===== src/rtl/unibus_ram_slave.sv =====
`default_nettype none
// ---------------------------------------------------------------------------
// unibus_ram_slave : Unibus DATI/DATIP/DATO/DATOB memory slave on a block-RAM port
// rev 1.0
// ---------------------------------------------------------------------------
module unibus_ram_slave #(
   parameter logic [17:0] BASE   = 18'o000000,
   parameter int          SIZE   = 28672,
   parameter int          AW     = 15,
   parameter int          DESKEW = 15
) (
   input  logic          CLOCK,
   input  logic          RESET_N,
   input  logic [17:0]   a_in_h,
   input  logic [1:0]    c_in_h,
   input  logic [15:0]   d_in_h,
   input  logic          msyn_in_h,
   input  logic          init_in_h,
   output logic [15:0]   d_out_h,
   output logic          ssyn_out_h,
   output logic [AW-1:0] mem_addr,
   output logic [15:0]   mem_wdata,
   input  logic [15:0]   mem_rdata,
   output logic          mem_enab,
   output logic [1:0]    mem_wena,
   output logic          busy_h
);

   localparam int          CW = $clog2(DESKEW + 1);
   localparam logic [18:0] LO = {1'b0, BASE};
   localparam logic [18:0] HI = LO + 19'(2 * SIZE);

   typedef enum logic [2:0] {
      S_IDLE   = 3'd0,
      S_DESKEW = 3'd1,
      S_RDREQ  = 3'd2,
      S_RDCAP  = 3'd3,
      S_WRREQ  = 3'd4,
      S_SSYN   = 3'd5,
      S_WAITLO = 3'd6
   } state_t;

   state_t        state, state_nx;
   logic [CW-1:0] cnt;
   logic [1:0]    wena_q;
   logic [18:0]   a_ext, off;
   logic          hit, sample;

   // 19-bit compare so the window can never wrap past the top of the address space
   always_comb begin
      a_ext  = {1'b0, a_in_h};
      off    = a_ext - LO;
      hit    = (a_ext >= LO) && (a_ext < HI);
      sample = (state == S_DESKEW) && msyn_in_h && (cnt == '0);
   end

   always_comb begin
      state_nx = state;
      case (state)
         S_IDLE:   if (msyn_in_h) state_nx = S_DESKEW;
         S_DESKEW: begin
            if (!msyn_in_h)
               state_nx = S_IDLE;
            else if (cnt == '0)
               state_nx = !hit ? S_WAITLO : (c_in_h[1] ? S_WRREQ : S_RDREQ);
         end
         S_RDREQ:  state_nx = S_RDCAP;
         S_RDCAP:  state_nx = S_SSYN;
         S_WRREQ:  state_nx = S_SSYN;
         S_SSYN,
         S_WAITLO: if (!msyn_in_h) state_nx = S_IDLE;
         default:  state_nx = S_IDLE;
      endcase
      if (init_in_h) state_nx = S_WAITLO;
   end

   assign mem_enab = (state == S_RDREQ) || (state == S_WRREQ);
   assign mem_wena = (state == S_WRREQ) ? wena_q : 2'b00;
   assign busy_h   = (state != S_IDLE);

   always_ff @(posedge CLOCK or negedge RESET_N) begin
      if (!RESET_N) begin
         state      <= S_IDLE;
         cnt        <= '0;
         wena_q     <= 2'b00;
         mem_addr   <= '0;
         mem_wdata  <= '0;
         d_out_h    <= '0;
         ssyn_out_h <= 1'b0;
      end else begin
         state <= state_nx;

         if (state == S_IDLE)
            cnt <= CW'(DESKEW - 1);
         else if (state == S_DESKEW && cnt != '0)
            cnt <= cnt - CW'(1);

         if (sample && hit) begin
            mem_addr <= AW'(off >> 1);
            if (c_in_h[1]) begin
               mem_wdata <= d_in_h;
               wena_q    <= !c_in_h[0] ? 2'b11 : (a_in_h[0] ? 2'b10 : 2'b01);
            end
         end

         // SSYN lags the data capture by one clock to give the master data setup
         ssyn_out_h <= (state == S_SSYN) && (state_nx == S_SSYN);

         if (state == S_RDCAP && state_nx == S_SSYN)
            d_out_h <= mem_rdata;
         else if (state_nx != S_SSYN)
            d_out_h <= '0;
      end
   end

endmodule
`default_nettype wire


===== config.mk =====
export PLATFORM = sky130hd
export DESIGN_NAME = unibus_ram_slave
export DESIGN_NICKNAME = d
export VERILOG_FILES = /design/src/rtl/unibus_ram_slave.sv
export SDC_FILE = /design/constraint.sdc
export NUM_CORES = 1
export LEC_CHECK = 0
export ABC_AREA = 0
export CAP_MARGIN = 20
export CORE_ASPECT_RATIO = 1.2
export CORE_MARGIN = 5
export CORE_UTILIZATION = 30
export DETAILED_ROUTE_END_ITERATION = 10
export PLACE_DENSITY = 0.71
export REMOVE_ABC_BUFFERS = 1
export SYNTH_ARGS = -nofsm -noshare
export SYNTH_HDL_FRONTEND = slang
export SYNTH_SLANG_ARGS = --single-unit

===== constraint.sdc =====
create_clock -name CLOCK -period 2.9 [get_ports CLOCK]
set_input_delay 0.58 -clock CLOCK [delete_from_list [all_inputs] [get_ports CLOCK]]
set_output_delay 0.58 -clock CLOCK [all_outputs]
set_load 0.02 [all_outputs]

==> results of run 1 <==
==> critical path, stage by stage, from the launching register on <==
cell             delay [ns]
dfrtp_1                0.48
nand2b_1               0.28
nor3b_1                0.24
clkdlybuf4s50_1        0.65
==> worst paths after layout <==
kind                                      end  slack (ns)  depth (start not counted)
worst min register to register   mem_wdata[1]        0.48                          1
min in group CLOCK               mem_wdata[1]        0.48                          1
worst max register to register    mem_addr[0]        0.74                          7
max in group asynchronous         d_out_h[14]        2.13                          2
worst max-delay path              mem_wena[1]        0.35                          3
worst min-delay path            mem_wdata[15]        0.14                          1
==> metal layers <==
metal / vias up / wire [um] / GRT usage
li1: 905 / - / -
met1: 934 / 2610 / 0.157
met2: 62 / 2940 / 0.206
met3: 8 / 418 / 0.0480
met4: 0 / 69 / 0.0456
met5: - / 0 / 0
==> logic make-up after synthesis <==
kind of cell,Yosys count
compound gates,35
flops,57
simple gates,51
buf+inv,13
mux,31
fa+ha+maj,1
==> stage by stage <==
stage | setup slack (ns) | cell area, um2 | TNS [ns] | hold slack [ns]
5_1_grt | 0.259 | 3830 | 0 | 0.155
6_report | 0.353 | 3830 | 0 | 0.141
3_5_place_dp | 0.388 | 3600 | 0 | 0.475
4_1_cts | 0.316 | 3830 | 0 | 0.134
3_3_place_gp | 0.422 | 3600 | 0 | 0.468
2_1_floorplan | -0.578 | 2350 | -10.20 | 0.284
==> sequential cells by signal (all words and copies together) (netlist names) <==
| name | cells |
|---|---|
| mem_addr | 15 |
| wena_q | 2 |
| d_out_h | 16 |
| ssyn_out_h | 1 |
| cnt | 4 |
| state | 3 |
| mem_wdata | 16 |
==> placed cells by master (no fill, tap or decap), types with 2 or more instances in the layout <==
master	netlist	final
clkdlybuf4s50_1	0	106
dfrtp_1	57	57
nor2_1	22	22
mux2_1	21	21
a22oi_1	17	17
clkbuf_8	0	11
mux2_4	10	10
buf_4	0	8
nand2b_1	4	4
o21ai_1	4	4
nand2_1	4	4
inv_1	3	3
or3b_1	3	3
nand3_1	3	3
a31oi_1	3	3
a211oi_1	3	3
a21oi_1	3	3
nor2b_1	2	2
o21ai_0	2	2
nor3b_1	2	2
nor3_1	2	2
clkinv_2	0	2
bufinv_16	0	2
==> where the power goes <==
| part | internal (W) | leakage [nW] | switching [W] | total, W |
|---|---|---|---|---|
| registers | 0.000830 | 0.773 | 0.0000403 | 0.000871 |
| clock network | 0.000527 | 0.115 | 0.000314 | 0.000841 |
| logic | 0.000149 | 0.808 | 0.000118 | 0.000267 |
| total | 0.00151 | 1.70 | 0.000472 | 0.00198 |
==> cell type report <==
| cell class | count | area share |
|---|---|---|
| tap | 92 | 0.0300 |
| clock inverter | 5 | 0.0202 |
| clock buffer | 11 | 0.0395 |
| inverter | 4 | 0.00392 |
| timing repair buffer | 115 | 0.294 |
| sequential | 57 | 0.372 |
| multi-input combinational | 118 | 0.240 |
==> out/summary.txt, run 1 <==
Synth Cell Area - 2420 um2
Power Density - 516 nW/um2
Initial core utilization - 0.312
CTS tree - done
Clock transition at path regs - 0.06 ns
Largest net degree at the start of global routing - 26
First-pass GRT wire length - 10100 um
Final worst path period need - 2.55 ns
Tot Pwr - 0.00198 W
Top-count cell post-synth - dfrtp_1
Register area share after synthesis - 0.590
Critical-path maximum fanout - 9
Worst EP arrival - 1.97 ns
Max Clk Rate - 393 MHz
Via density per instance - 4.75
Simple-gate share of the synthesized area - 0.114
Core area - 7750 um2
Max H-tree Level - 3
Most common library cells after synthesis - dfrtp_1 (57), nor2_1 (22), mux2_1 (21)
Critical Path RT - 2.32 ns
Global placement routability congestion - 0.744
Fill cells - 710
Finished Layout Cells - 402
Final setup vio count - 0
Final slew viol count - 0
Total of max-cap violations - 0
Post-synthesis adder-cell area fraction - 0.00518
Die H - 108 um
Number of flops mapped to enable cells by yosys - 0
Initial antenna violation count - 0
Drt total wl - 6030 um
Synthesized netlist cell count - 188
NumNets Final - 362
Drt wl/cell - 15.0 um
Layout cells sized above 1 - 0.123
Avg Cell Area, Syn - 12.9 um2
CTS resizes - 0
Multiplexer share of the synthesized area - 0.160
Synth Warn # - 0
Worst Setup Start Kind - register
CTS root buffer - clkbuf_8
Status - complete, no violations
Unique masters post-synth - 35
Total CTS buffers - 9
Routed Antenna Nets - 0
Slew @ Worst Pin - 0.726 ns
Sequential cell area - 1430 um2
Setup Buffers After CTS - 0
DP HPWL - 4610 um
GR Util All Layers - 0.128
Port Buffer Count - 107
Initial DRC count - 56
Worst r2r src - cnt[0]
Synth Flop Type - dfrtp_1
WS Path Type - register to primary output
# rows - 35
Synth top area share - 0.590
Detailed-router iteration count before antenna repair - 5
Peak VDD IR - 257 uV
Setup crit end kind - primary output
Number of global-route vias before repair - 2045
RSZ-0062 raised after global routing - false
Yosys reg bits - 57
I/O pin count - 108
Final period utilization - 0.878
Worst-skew pair later-pin latency - 0.33 ns
Main area contributors after synthesis - dfrtp_1 (59%), mux2_1 (9.8%), mux2_4 (6.2%)
GRT overflow - 0
Fin util - 0.494
Main combinational cell family by area after synthesis - multiplexers
N_diodes - 0
Compound-Gate Fraction of Synth Area - 0.0984
DRC Markers - 0
Post-Synth XOR/XNOR Area - 0
Hold bufs inserted after CTS - 0
Die area - 9960 um2
Via count - 1909
Hold Crit Class - input pin to asynchronous set/reset pin
Worst Setup SP - state[1]
Synth area leader - dfrtp_1
Clock Tree Buf Depth - 2
Post-synth ARST share - 1.00
# clock sinks - 57
Fin. Hold Viols - 0
Worst Skew - 0.00876 ns
Cell Count Post-Placement - 386
Area growth, synth to finish - 58.6%
Relative slew slack - 0.515
Area of the multi-input gates - 920 um2
Die W - 91.9 um
Static Leak - 1.70 nW
Power figures use the tool's default switching activity.
==> run 2, diff against run 1 <==
--- a/config.mk
+++ b/config.mk
@@ -11,8 +11,8 @@
 export CORE_MARGIN = 5
 export CORE_UTILIZATION = 30
 export DETAILED_ROUTE_END_ITERATION = 10
-export PLACE_DENSITY = 0.71
-export REMOVE_ABC_BUFFERS = 1
+export PLACE_DENSITY = 0.73
+export SLEW_MARGIN = 20
 export SYNTH_ARGS = -nofsm -noshare
 export SYNTH_HDL_FRONTEND = slang
 export SYNTH_SLANG_ARGS = --single-unit
==> constraint.sdc (replaced) <==
create_clock -name CLOCK -period 2.28 [get_ports CLOCK]
set_input_delay 0.456 -clock CLOCK [delete_from_list [all_inputs] [get_ports CLOCK]]
set_output_delay 0.456 -clock CLOCK [all_outputs]
set_load 0.02 [all_outputs]
==> out/summary.txt, run 2 (synthesis gave the netlist of run 1 again) <==
Static Leak - 1.72 nW (+1.7%)
Final setup vio count - 0 (unchanged)
Drt total wl - 6180 um (+2.4%)
Worst Skew - 0.00566 ns (-0.00310 ns)
Slowest-stage cell, CP - clkdlybuf4s50_1
Slowest cell delay on critical path - 0.60 ns (-0.05 ns)
Largest net degree at the start of global routing - 58 (+120%)
Clock power frac - 0.397 (-0.028)
NumNets Final - 366 (+1.1%)
Via density per instance - 4.71 (-0.78%)
Drt wl/cell - 15.2 um (+1.4%)
CTS tree - done
Hold bufs inserted after CTS - 0 (unchanged)
Cell Count Post-Placement - 390 (+1.0%)
Finished Layout Cells - 406 (+1.0%)
Final period utilization - 0.950
Relative slew slack - 0.629 (+0.114)
Detailed-router iteration count before antenna repair - 4 (-1)
Sequential power share - 0.456 (+0.016)
Critical-path maximum fanout - 8 (-1)
I/O pin count - 108 (unchanged)
Total of max-cap violations - 0 (unchanged)
Max Clk Rate - 462 MHz
Worst EP arrival - 1.71 ns (-0.26 ns)
Worst-skew pair later-pin latency - 0.32 ns (about the same)
Area growth, synth to finish - 59.3%
Initial DRC count - 59 (+5.4%)
Sw frac - 0.238 (-0.000327)
Final worst path period need - 2.17 ns
Max H-tree Level - 3 (unchanged)
Post-Place Worst Slack - -0.100 ns (-0.489 ns)
Internal power - 0.00185 W (+23%)
Setup crit end kind - primary output
First-pass GRT wire length - 9830 um (-3.1%)
Die H - 108 um (unchanged)
Psw - 0.000579 W (+23%)
Hold Crit Class - input pin to asynchronous set/reset pin
Port Buffer Count - 107 (unchanged)
Final slew viol count - 0 (unchanged)
Core area - 7750 um2 (unchanged)
CTS root buffer - clkbuf_8
Routed Antenna Nets - 0 (unchanged)
Initial antenna violation count - 0 (unchanged)
Commonest non-fill, non-tap cells in the layout - clkdlybuf4s50_1 (103), dfrtp_1 (57), nor2_1 (22)
Number of global-route vias before repair - 1952 (-4.5%)
Comb pwr share - 0.147 (+0.012)
Setup Buffers After CTS - 0 (unchanged)
GR Util All Layers - 0.126 (-0.00150)
Critical Path, Cell by Cell - buf_4 -> inv_2 -> nand2_1 -> clkdlybuf4s50_1
# rows - 35 (unchanged)
Commonest non-fill, non-tap cell in the layout - clkdlybuf4s50_1
N_diodes - 0 (unchanged)
Die W - 91.9 um (unchanged)
Die area - 9960 um2 (unchanged)
DP HPWL - 4640 um (+0.71%)
Critical Path RT - 1.82 ns (-0.50 ns)
Clock Tree Buf Depth - 2 (unchanged)
Worst Setup Start Kind - register
Fin. Hold Viols - 0 (unchanged)
GRT overflow - 0 (unchanged)
Slew @ Worst Pin - 0.555 ns (-0.171 ns)
WS Path Type - register to primary output
Status - complete, no violations
Total CTS buffers - 9 (unchanged)
CTS resizes - 3 (+3)
Global placement routability congestion - 0.769 (+3.4%)
Layout cells sized above 1 - 0.127 (+0.00481)
DRC Markers - 0 (unchanged)
Clock transition at path regs - 0.06 ns (about the same)
Tot Pwr - 0.00243 W (+23%)
Largest regs - d_out_h (16), mem_wdata (16), mem_addr (15)
RSZ-0062 raised after global routing - false
Setup ws final - 0.114 ns (-0.238 ns)
Peak VDD IR - 279 uV (+8.8%)
Syn_nets - 245
# clock sinks - 57 (unchanged)
Via count - 1913 (+0.21%)
Initial core utilization - 0.312 (unchanged)
Power Density - 631 nW/um2 (+22%)
## run 2: worst max-delay path, delay by kind of cell (launching register included)
| kind | cells | cell delay (ns) |
|---|---|---|
| buf+inv | 3 | 0.85 |
| flops | 1 | 0.48 |
| simple gates | 1 | 0.06 |
## run 2: stage by stage
step	hold WS, ns	setup TNS, ns	utilization	instance area (um2)
after floorplan	0.160	0	-	2420
after global placement	0.470	-1.05	0.470	3640
after detailed placement	0.477	-1.56	0.470	3640
after CTS	0.119	0	0.497	3850
after global routing	0.137	0	0.497	3850
final	0.127	0	0.497	3850
## run 2: final timing paths
path                            cells past startpoint      endpoint  slack [ns]         start
max in group asynchronous                           2        cnt[2]        1.90       RESET_N
worst min register to register                      1  mem_wdata[9]        0.49  mem_wdata[9]
worst max register to register                      7   mem_addr[0]        0.13        cnt[0]
min in group CLOCK                                  1  mem_wdata[9]        0.49  mem_wdata[9]
worst min-delay path                                2  mem_wdata[8]        0.13       RESET_N
worst max-delay path                                4        busy_h        0.11      state[0]
## run 2: routing by layer
| metal | GRT usage | part of all wire | vias up |
|---|---|---|---|
| met5 | 0 | 0 | - |
| met4 | 0.0573 | 0.013 | 0 |
| met3 | 0.0404 | 0.080 | 10 |
| met2 | 0.197 | 0.44 | 85 |
| met1 | 0.161 | 0.46 | 894 |
| li1 | - | - | 924 |
## run 2: power by group through the flow
stage	Clock [W]	Sequential, W	Combinational (W)
after floorplan	0	0.00112	0.000147
after global placement	0	0.00112	0.000355
after detailed placement	0	0.00112	0.000365
after CTS	0.00100	0.00111	0.000362
after global routing	0.00104	0.00111	0.000390
final	0.000965	0.00111	0.000357
## run 2: area by class of cell
class                           instances  area (um2)
Timing Repair Buffer                  119        1160
Clock buffer                           14         173
Fill cell                             708        3900
Tap cell                               92         115
Inverter                                4        15.0
Sequential cell                        57        1430
Clock inverter                          2        35.0
Multi-Input combinational cell        118         920
